`config.mk`:
```
export PLATFORM = sky130hd
export DESIGN_NAME = uart_rx_core
export DESIGN_NICKNAME = d
export VERILOG_FILES = /design/src/rtl/uart_pkg.sv /design/src/rtl/uart_fifo.sv /design/src/rtl/uart_rx_core.sv
export SDC_FILE = /design/constraint.sdc
export NUM_CORES = 1
export LEC_CHECK = 0
export ABC_CLOCK_PERIOD_IN_PS = 3700
export CAP_MARGIN = 10
export CORE_ASPECT_RATIO = 1.1
export CORE_UTILIZATION = 60
export CTS_BUF_LIST = sky130_fd_sc_hd__clkbuf_4
export CTS_CLUSTER_SIZE = 10
export DETAILED_ROUTE_END_ITERATION = 10
export PLACE_DENSITY = 0.83
export SKIP_LAST_GASP = 1
export SYNTH_ARGS = -nofsm -noshare
export SYNTH_HDL_FRONTEND = slang
export SYNTH_SLANG_ARGS = --single-unit
```
`constraint.sdc`:
```
create_clock -name s_axi_aclk -period 3.7 [get_ports s_axi_aclk]
set_clock_uncertainty 0.05 [all_clocks]
set_input_delay 0.925 -clock s_axi_aclk [delete_from_list [all_inputs] [get_ports s_axi_aclk]]
set_output_delay 0.925 -clock s_axi_aclk [all_outputs]
set_load 0.01 [all_outputs]
```
`src/rtl/uart_pkg.sv`:
```
`default_nettype none
// +----------------------------------------------------------------------------+
// | uart_pkg : shared types and constants for the UART receive path            |
// | Rev 1.0                                                                    |
// +----------------------------------------------------------------------------+
package uart_pkg;

  typedef enum logic [2:0] {
    ST_IDLE   = 3'd0,
    ST_START  = 3'd1,
    ST_DATA   = 3'd2,
    ST_PARITY = 3'd3,
    ST_STOP1  = 3'd4,
    ST_STOP2  = 3'd5
  } rx_state_e;

  localparam logic [1:0] PAR_NONE = 2'b00;
  localparam logic [1:0] PAR_EVEN = 2'b10;
  localparam logic [1:0] PAR_ODD  = 2'b11;

  localparam int RX_PERR_BIT     = 9;
  localparam int RX_FERR_BIT     = 8;
  localparam int RX_ENTRY_W      = 10;
  localparam int RX_TIMEOUT_BITS = 40;

  // Shift register fills from the top; move an N-bit word down to bit 0.
  function automatic logic [7:0] align_data(input logic [7:0] sh, input logic [1:0] bits);
    return sh >> (3'd3 - {1'b0, bits});
  endfunction

endpackage
`default_nettype wire

```
`src/rtl/uart_fifo.sv`:
```
`default_nettype none
// +----------------------------------------------------------------------------+
// | uart_fifo : first-word-fall-through FIFO, simultaneous push/pop allowed    |
// | Rev 1.0                                                                    |
// +----------------------------------------------------------------------------+
module uart_fifo #(
  parameter int WIDTH = 10,
  parameter int DEPTH = 4
) (
  input  logic                         clk,
  input  logic                         rst_n,
  input  logic                         i_push,
  input  logic [WIDTH-1:0]             i_data,
  input  logic                         i_pop,
  output logic [WIDTH-1:0]             o_data,
  output logic [$clog2(DEPTH+1)-1:0]   o_count,
  output logic                         o_empty,
  output logic                         o_full
);

  localparam int c_aw = (DEPTH > 1) ? $clog2(DEPTH) : 1;
  localparam int c_cw = $clog2(DEPTH + 1);
  localparam logic [c_cw-1:0] c_full_lvl = c_cw'(DEPTH);
  localparam logic [c_aw-1:0] c_last_ptr = c_aw'(DEPTH - 1);

  logic [WIDTH-1:0] r_mem [DEPTH];
  logic [c_aw-1:0]  r_wr_ptr;
  logic [c_aw-1:0]  r_rd_ptr;
  logic [c_cw-1:0]  r_count;
  logic             w_do_pop;
  logic             w_do_push;

  // A push into a full FIFO only lands when the head leaves in the same cycle.
  assign w_do_pop  = i_pop && (r_count != '0);
  assign w_do_push = i_push && ((r_count != c_full_lvl) || w_do_pop);

  always_ff @(posedge clk or negedge rst_n) begin
    if (!rst_n) begin
      r_wr_ptr <= '0;
      r_rd_ptr <= '0;
      r_count  <= '0;
    end else begin
      if (w_do_push) r_wr_ptr <= (r_wr_ptr == c_last_ptr) ? '0 : r_wr_ptr + c_aw'(1);
      if (w_do_pop)  r_rd_ptr <= (r_rd_ptr == c_last_ptr) ? '0 : r_rd_ptr + c_aw'(1);
      if (w_do_push && !w_do_pop)      r_count <= r_count + c_cw'(1);
      else if (w_do_pop && !w_do_push) r_count <= r_count - c_cw'(1);
    end
  end

  always_ff @(posedge clk) begin
    if (w_do_push) r_mem[r_wr_ptr] <= i_data;
  end

  assign o_data  = (r_count == '0) ? '0 : r_mem[r_rd_ptr];
  assign o_count = r_count;
  assign o_empty = (r_count == '0);
  assign o_full  = (r_count == c_full_lvl);

endmodule
`default_nettype wire

```
`src/rtl/uart_rx_core.sv`:
```
`default_nettype none
// +----------------------------------------------------------------------------+
// | uart_rx_core : oversampled UART receiver with error tagging and FWFT FIFO  |
// | Optional receive timeout: define UART_RX_TIMEOUT_EN.   Rev 1.0             |
// +----------------------------------------------------------------------------+
module uart_rx_core import uart_pkg::*; #(
  parameter int DEPTH       = 4,
  parameter int OVERSAMPLE  = 16,
  parameter int SYNC_STAGES = 2
) (
  input  logic                        s_axi_aclk,
  input  logic                        s_axi_aresetn,
  input  logic                        rx,
  input  logic [15:0]                 cfg_clk_div,
  input  logic [1:0]                  cfg_data_bits,
  input  logic [1:0]                  cfg_parity,
  input  logic                        cfg_stop2,
  input  logic [$clog2(DEPTH+1)-1:0]  cfg_irq_thresh,
  input  logic                        rd_en,
  output logic [9:0]                  rd_data,
  output logic [$clog2(DEPTH+1)-1:0]  count,
  output logic                        empty,
  output logic                        full,
  output logic                        overrun,
  input  logic                        clr_overrun,
  output logic                        timeout,
  output logic                        irq
);

  localparam int c_tw = $clog2(OVERSAMPLE);
  localparam logic [c_tw-1:0] c_smp0 = c_tw'(OVERSAMPLE/2 - 1);
  localparam logic [c_tw-1:0] c_smp1 = c_tw'(OVERSAMPLE/2);
  localparam logic [c_tw-1:0] c_smp2 = c_tw'(OVERSAMPLE/2 + 1);
  localparam logic [c_tw-1:0] c_tlast = c_tw'(OVERSAMPLE - 1);

  logic [SYNC_STAGES-1:0] r_sync;
  logic                   w_rx;
  rx_state_e              r_state;
  logic [15:0]            r_clk_div;
  logic [1:0]             r_bits;
  logic [1:0]             r_par;
  logic                   r_stop2;
  logic [15:0]            r_div;
  logic [c_tw-1:0]        r_tcnt;
  logic                   r_s0;
  logic                   r_s1;
  logic [7:0]             r_shift;
  logic [2:0]             r_bitcnt;
  logic                   r_perr;
  logic                   r_ferr;
  logic                   r_overrun;
  logic                   w_tick;
  logic                   w_maj;
  logic                   w_decide;
  logic                   w_bit_end;
  logic                   w_push;
  logic [RX_ENTRY_W-1:0]  w_entry;

  always_ff @(posedge s_axi_aclk or negedge s_axi_aresetn) begin
    if (!s_axi_aresetn) begin
      r_sync <= '1;
    end else begin
      r_sync[0] <= rx;
      for (int i = 1; i < SYNC_STAGES; i++) r_sync[i] <= r_sync[i-1];
    end
  end
  assign w_rx = r_sync[SYNC_STAGES-1];

  assign w_tick    = (r_state != ST_IDLE) && (r_div == r_clk_div);
  assign w_maj     = (r_s0 & r_s1) | (r_s0 & w_rx) | (r_s1 & w_rx);
  assign w_decide  = w_tick && (r_tcnt == c_smp2);
  assign w_bit_end = w_tick && (r_tcnt == c_tlast);
  assign w_push    = w_decide && ((r_state == ST_STOP2) || ((r_state == ST_STOP1) && !r_stop2));

  // r_ferr is still clear in STOP1, so one expression covers both stop bits.
  always_comb begin
    w_entry              = '0;
    w_entry[7:0]         = align_data(r_shift, r_bits);
    w_entry[RX_FERR_BIT] = r_ferr | ~w_maj;
    w_entry[RX_PERR_BIT] = r_perr;
  end

  always_ff @(posedge s_axi_aclk or negedge s_axi_aresetn) begin
    if (!s_axi_aresetn) begin
      r_div  <= '0;
      r_tcnt <= '0;
      r_s0   <= 1'b1;
      r_s1   <= 1'b1;
    end else if (r_state == ST_IDLE) begin
      r_div  <= '0;
      r_tcnt <= '0;
    end else begin
      r_div <= (r_div == r_clk_div) ? '0 : r_div + 16'd1;
      if (w_tick) begin
        r_tcnt <= (r_tcnt == c_tlast) ? '0 : r_tcnt + c_tw'(1);
        if (r_tcnt == c_smp0) r_s0 <= w_rx;
        if (r_tcnt == c_smp1) r_s1 <= w_rx;
      end
    end
  end

  always_ff @(posedge s_axi_aclk or negedge s_axi_aresetn) begin
    if (!s_axi_aresetn) begin
      r_state   <= ST_IDLE;
      r_clk_div <= '0;
      r_bits    <= '0;
      r_par     <= PAR_NONE;
      r_stop2   <= 1'b0;
      r_shift   <= '0;
      r_bitcnt  <= '0;
      r_perr    <= 1'b0;
      r_ferr    <= 1'b0;
    end else begin
      case (r_state)
        ST_IDLE: begin
          if (!w_rx) begin
            r_clk_div <= cfg_clk_div;
            r_bits    <= cfg_data_bits;
            r_par     <= cfg_parity;
            r_stop2   <= cfg_stop2;
            r_shift   <= '0;
            r_bitcnt  <= '0;
            r_perr    <= 1'b0;
            r_ferr    <= 1'b0;
            r_state   <= ST_START;
          end
        end
        ST_START: begin
          if (w_decide && w_maj) r_state <= ST_IDLE;
          else if (w_bit_end)    r_state <= ST_DATA;
        end
        ST_DATA: begin
          if (w_decide) r_shift <= {w_maj, r_shift[7:1]};
          if (w_bit_end) begin
            r_bitcnt <= r_bitcnt + 3'd1;
            if (r_bitcnt == ({1'b0, r_bits} + 3'd4))
              r_state <= ((r_par == PAR_EVEN) || (r_par == PAR_ODD)) ? ST_PARITY : ST_STOP1;
          end
        end
        ST_PARITY: begin
          if (w_decide)  r_perr  <= w_maj ^ (^r_shift) ^ r_par[0];
          if (w_bit_end) r_state <= ST_STOP1;
        end
        ST_STOP1: begin
          if (w_decide) begin
            r_ferr <= ~w_maj;
            if (!r_stop2) r_state <= ST_IDLE;
          end else if (w_bit_end) begin
            r_state <= ST_STOP2;
          end
        end
        ST_STOP2: begin
          if (w_decide) r_state <= ST_IDLE;
        end
        default: r_state <= ST_IDLE;
      endcase
    end
  end

  uart_fifo #(
    .WIDTH (RX_ENTRY_W),
    .DEPTH (DEPTH)
  ) u_fifo (
    .clk     (s_axi_aclk),
    .rst_n   (s_axi_aresetn),
    .i_push  (w_push),
    .i_data  (w_entry),
    .i_pop   (rd_en),
    .o_data  (rd_data),
    .o_count (count),
    .o_empty (empty),
    .o_full  (full)
  );

  // A new overrun beats a clear in the same cycle.
  always_ff @(posedge s_axi_aclk or negedge s_axi_aresetn) begin
    if (!s_axi_aresetn)                r_overrun <= 1'b0;
    else if (w_push && full && !rd_en) r_overrun <= 1'b1;
    else if (clr_overrun)              r_overrun <= 1'b0;
  end
  assign overrun = r_overrun;

`ifdef UART_RX_TIMEOUT_EN
  localparam int c_bpw = 16 + c_tw + 1;
  localparam logic [5:0] c_to_lim = 6'(RX_TIMEOUT_BITS);

  logic [c_bpw-1:0] r_to_clk;
  logic [5:0]       r_to_bits;
  logic             r_timeout;
  logic [c_bpw-1:0] w_bp_last;
  logic             w_to_run;

  assign w_bp_last = c_bpw'(OVERSAMPLE) * (c_bpw'(cfg_clk_div) + c_bpw'(1)) - c_bpw'(1);
  assign w_to_run  = !empty && (r_state == ST_IDLE) && (r_to_bits != c_to_lim);

  always_ff @(posedge s_axi_aclk or negedge s_axi_aresetn) begin
    if (!s_axi_aresetn) begin
      r_to_clk  <= '0;
      r_to_bits <= '0;
      r_timeout <= 1'b0;
    end else begin
      if (w_push || (rd_en && !empty)) begin
        r_to_clk  <= '0;
        r_to_bits <= '0;
      end else if (w_to_run) begin
        if (r_to_clk == w_bp_last) begin
          r_to_clk  <= '0;
          r_to_bits <= r_to_bits + 6'd1;
        end else begin
          r_to_clk <= r_to_clk + c_bpw'(1);
        end
      end
      if (rd_en || w_push)
        r_timeout <= 1'b0;
      else if (w_to_run && (r_to_clk == w_bp_last) && (r_to_bits == c_to_lim - 6'd1))
        r_timeout <= 1'b1;
    end
  end
  assign timeout = r_timeout;
`else
  assign timeout = 1'b0;
`endif

  assign irq = ((count >= cfg_irq_thresh) && (cfg_irq_thresh != '0)) | r_overrun | timeout;

endmodule
`default_nettype wire

```
==> results.py <==
metrics = {
    "outcome": {
        "outcome": "complete, no violations",
    },
    "finish": {
        "final_cells": 623,
        "diodes": 0,
        "fin_nets": 551,
        "post-route-util_pct": 70.9,
        "final_common_cell": "nand2_1",
        "area_growth_syn_to_layout_pct": 13.2,
        "fin_area_mm2": 0.00599,
        "drive_gt1_share_pct": 9.96,
        "layout_common_cells": "nand2_1, dfrtp_1, clkdlybuf4s50_1",
    },
    "global_route": {
        "overflow": 0,
        "grt_pass1_vias": 3378,
        "grt_max_degree": 37,
        "antenna_found_initial": 0,
        "grt_pass1_wl_mm": 15.3,
        "grt_use_total_pct": 21.4,
    },
    "worst_setup_path": {
        "crit_type": "in -> out",
        "path_max_fanout": 2,
        "startpoint_type": "input pin",
        "worst_ep_arrival_time_ns": 2.41,
        "required_ns": 2.72,
        "endpoint_kind": "output port",
    },
    "placed_design": {
        "dp_hpwl_mm": 6.45,
        "gp_congestion": 0.805,
        "post_dp_cell_area_mm2": 0.00585,
        "place_inst": 607,
        "dpl_worst_slack_ns": 0.00669,
        "port-buffer-count": 45,
    },
    "worst_hold_path": {
        "hold_class": "reg -> reg",
    },
    "synthesis": {
        "synth_nets": 509,
        "syn_avg_cell_area_um2": 11.4,
        "synth_cell_types": 48,
        "postSynthCellCount": 465,
        "syn_area_mm2": 0.00529,
        "yosys-top-cells-area": "dfrtp_1, edfxtp_1, nand2_1",
        "synth_edf_count": 40,
        "ys_seq_area_share_pct": 55.4,
        "synth_top_area_share_pct": 30.7,
        "yosys.area.top_type": "dfrtp_1",
        "synth-main-ff-cell": "dfrtp_1",
        "synth-async-reset-ratio_pct": 63.3,
        "yosysWarnings": 0,
        "ys_ff_latch": 109,
    },
    "die": {
        "dieArea_mm2": 0.00920,
        "num_rows": 35,
        "core_mm2": 0.00845,
        "die_w_um": 91.5,
        "start_util_pct": 62.6,
        "io_pins": 47,
        "die_h_um": 100,
    },
    "job": {
        "cap_violations": 0,
    },
    "drt": {
        "vias": 3370,
        "drtIter0Drc": 162,
        "via_per_inst": 5.41,
        "drt_wl_total_mm": 8.90,
        "wire_per_inst_um": 14.3,
        "drc": 0,
        "first_pass_iters": 4,
        "ant_nets": 0,
    },
    "sta": {
        "finalMaxSlewViolations": 0,
        "min_period_ns": 3.39,
        "rsz0062_at_grt": "no",
        "finalCritPeriodShare_pct": 91.5,
        "final_hold_viol_count": 0,
        "setup_violations": 0,
        "fin_ws_ns": 0.313,
        "worstMarginPinSlew_ns": 0.816,
        "fin_tns_setup_ns": 0,
        "slew-limit-headroom_pct": 45.6,
        "whs_ns": 0.321,
        "max_freq_mhz": 295,
    },
    "clock_tree": {
        "post_cts_buffers": 0,
        "cts.htree.levels": 3,
        "clock-sinks": 109,
        "clk_latency_ns": 0.45,
        "cts_hold_buf": 0,
        "numCtsBuffers": 9,
        "cts_buffer_depth": 2,
        "tritoncts": "done",
        "cts-root-buf": "clkbuf_4",
        "path_clk_slew_ns": 0.18,
    },
    "power_and_ir_drop": {
        "p_total_mw": 2.44,
        "power_density_mw_per_mm2": 408,
        "worst_ir_drop_vdd_mv": 0.184,
        "leakagePower_nw": 2.56,
    },
}
## Yosys cell counts, types with 2 or more instances
master / number
mux4_2: 10
and4_1: 2
o21ai_0: 11
or2_2: 2
inv_1: 12
and2_1: 8
a21o_1: 3
and3_1: 10
o2bb2ai_1: 2
buf_2: 5
o211ai_1: 3
mux2_4: 2
o21ai_1: 2
dfrtp_1: 65
xor2_1: 12
clkbuf_1: 13
nor2b_1: 14
nand2b_1: 7
mux2_2: 6
xnor2_1: 33
nor2_1: 31
mux2i_1: 15
edfxtp_1: 40
a21oi_1: 6
dfstp_2: 4
ha_1: 14
nand3_1: 9
nor3_1: 6
nand4_1: 7
nand2_1: 93
## state kept, by name (all words and copies together) (netlist names), 2 cells and up
| register | cells |
|---|---|
| u_fifo.r_rd_ptr | 2 |
| u_fifo.r_wr_ptr | 2 |
| u_fifo.o_count | 3 |
| r_bitcnt | 3 |
| r_clk_div | 16 |
| r_bits | 2 |
| r_par | 2 |
| r_state | 3 |
| r_shift | 8 |
| u_fifo.r_mem | 40 |
| r_sync | 2 |
| r_div | 16 |
| r_tcnt | 4 |
## layer usage
layer / wire length, um / GRT usage, % / vias to the layer above
met1: 3940 / 26.3 / 1624
met3: 223 / 2.79 / 8
met5: 0 / 0 / -
li1: - / - / 1674
met4: 101 / 8.06 / 0
met2: 4630 / 38.6 / 64
## cell families after synthesis
group           Yosys count  synth area share [%]
compound gates           35                  4.45
xor+xnor                 45                  7.45
fa+ha+maj                15                  3.69
buf+inv                  32                  2.46
flops                   109                  55.4
mux                      33                  8.94
other cells               1                0.0709
simple gates            195                  17.5
## power by group
part,leakage (nW),internal [mW],switching (mW),total [mW]
Sequential,1.30,1.31,0.101,1.41
Combinational,1.19,0.266,0.190,0.455
Clock,0.0744,0.161,0.417,0.578
Total,2.56,1.73,0.707,2.44
## area by class of cell
| class | count | area (um2) |
|---|---|---|
| flip-flops and latches | 109 | 2930 |
| fillers | 614 | 2460 |
| multi-input cells | 324 | 2230 |
| repair buffers | 51 | 505 |
| well taps | 111 | 139 |
| clock inverters | 7 | 70.1 |
| clock buffers | 9 | 67.6 |
| inverters | 12 | 45.0 |
## worst max-delay path, cell delays in order
cell	delay, ns
clkdlybuf4s50_1	0.43
ha_1	0.29
nand2b_1	0.14
a21o_1	0.18
a21oi_1	0.14
o21ai_0	0.12
dlymetal6s2s_1	0.19
## final timing paths
path	from	end	slack, ns	depth (start not counted)
setup / recovery	cfg_irq_thresh[0]	irq	0.31	7
hold / removal	r_sync[0]	r_sync[1]	0.32	0
setup reg to reg	r_div[11]	u_fifo.o_count[2]	0.74	11
hold reg to reg	r_sync[0]	r_sync[1]	0.32	0
max in group asynchronous	s_axi_aresetn	r_bitcnt[2]	2.44	2
min in group asynchronous	s_axi_aresetn	u_fifo.o_count[0]	0.49	1
## what timing repair did
action                     in CTS  in global routing
setup endpoints to repair       0                  1
hold endpoints to repair        0                  0
resized for setup               0                  1
Power figures use the tool's default switching activity.
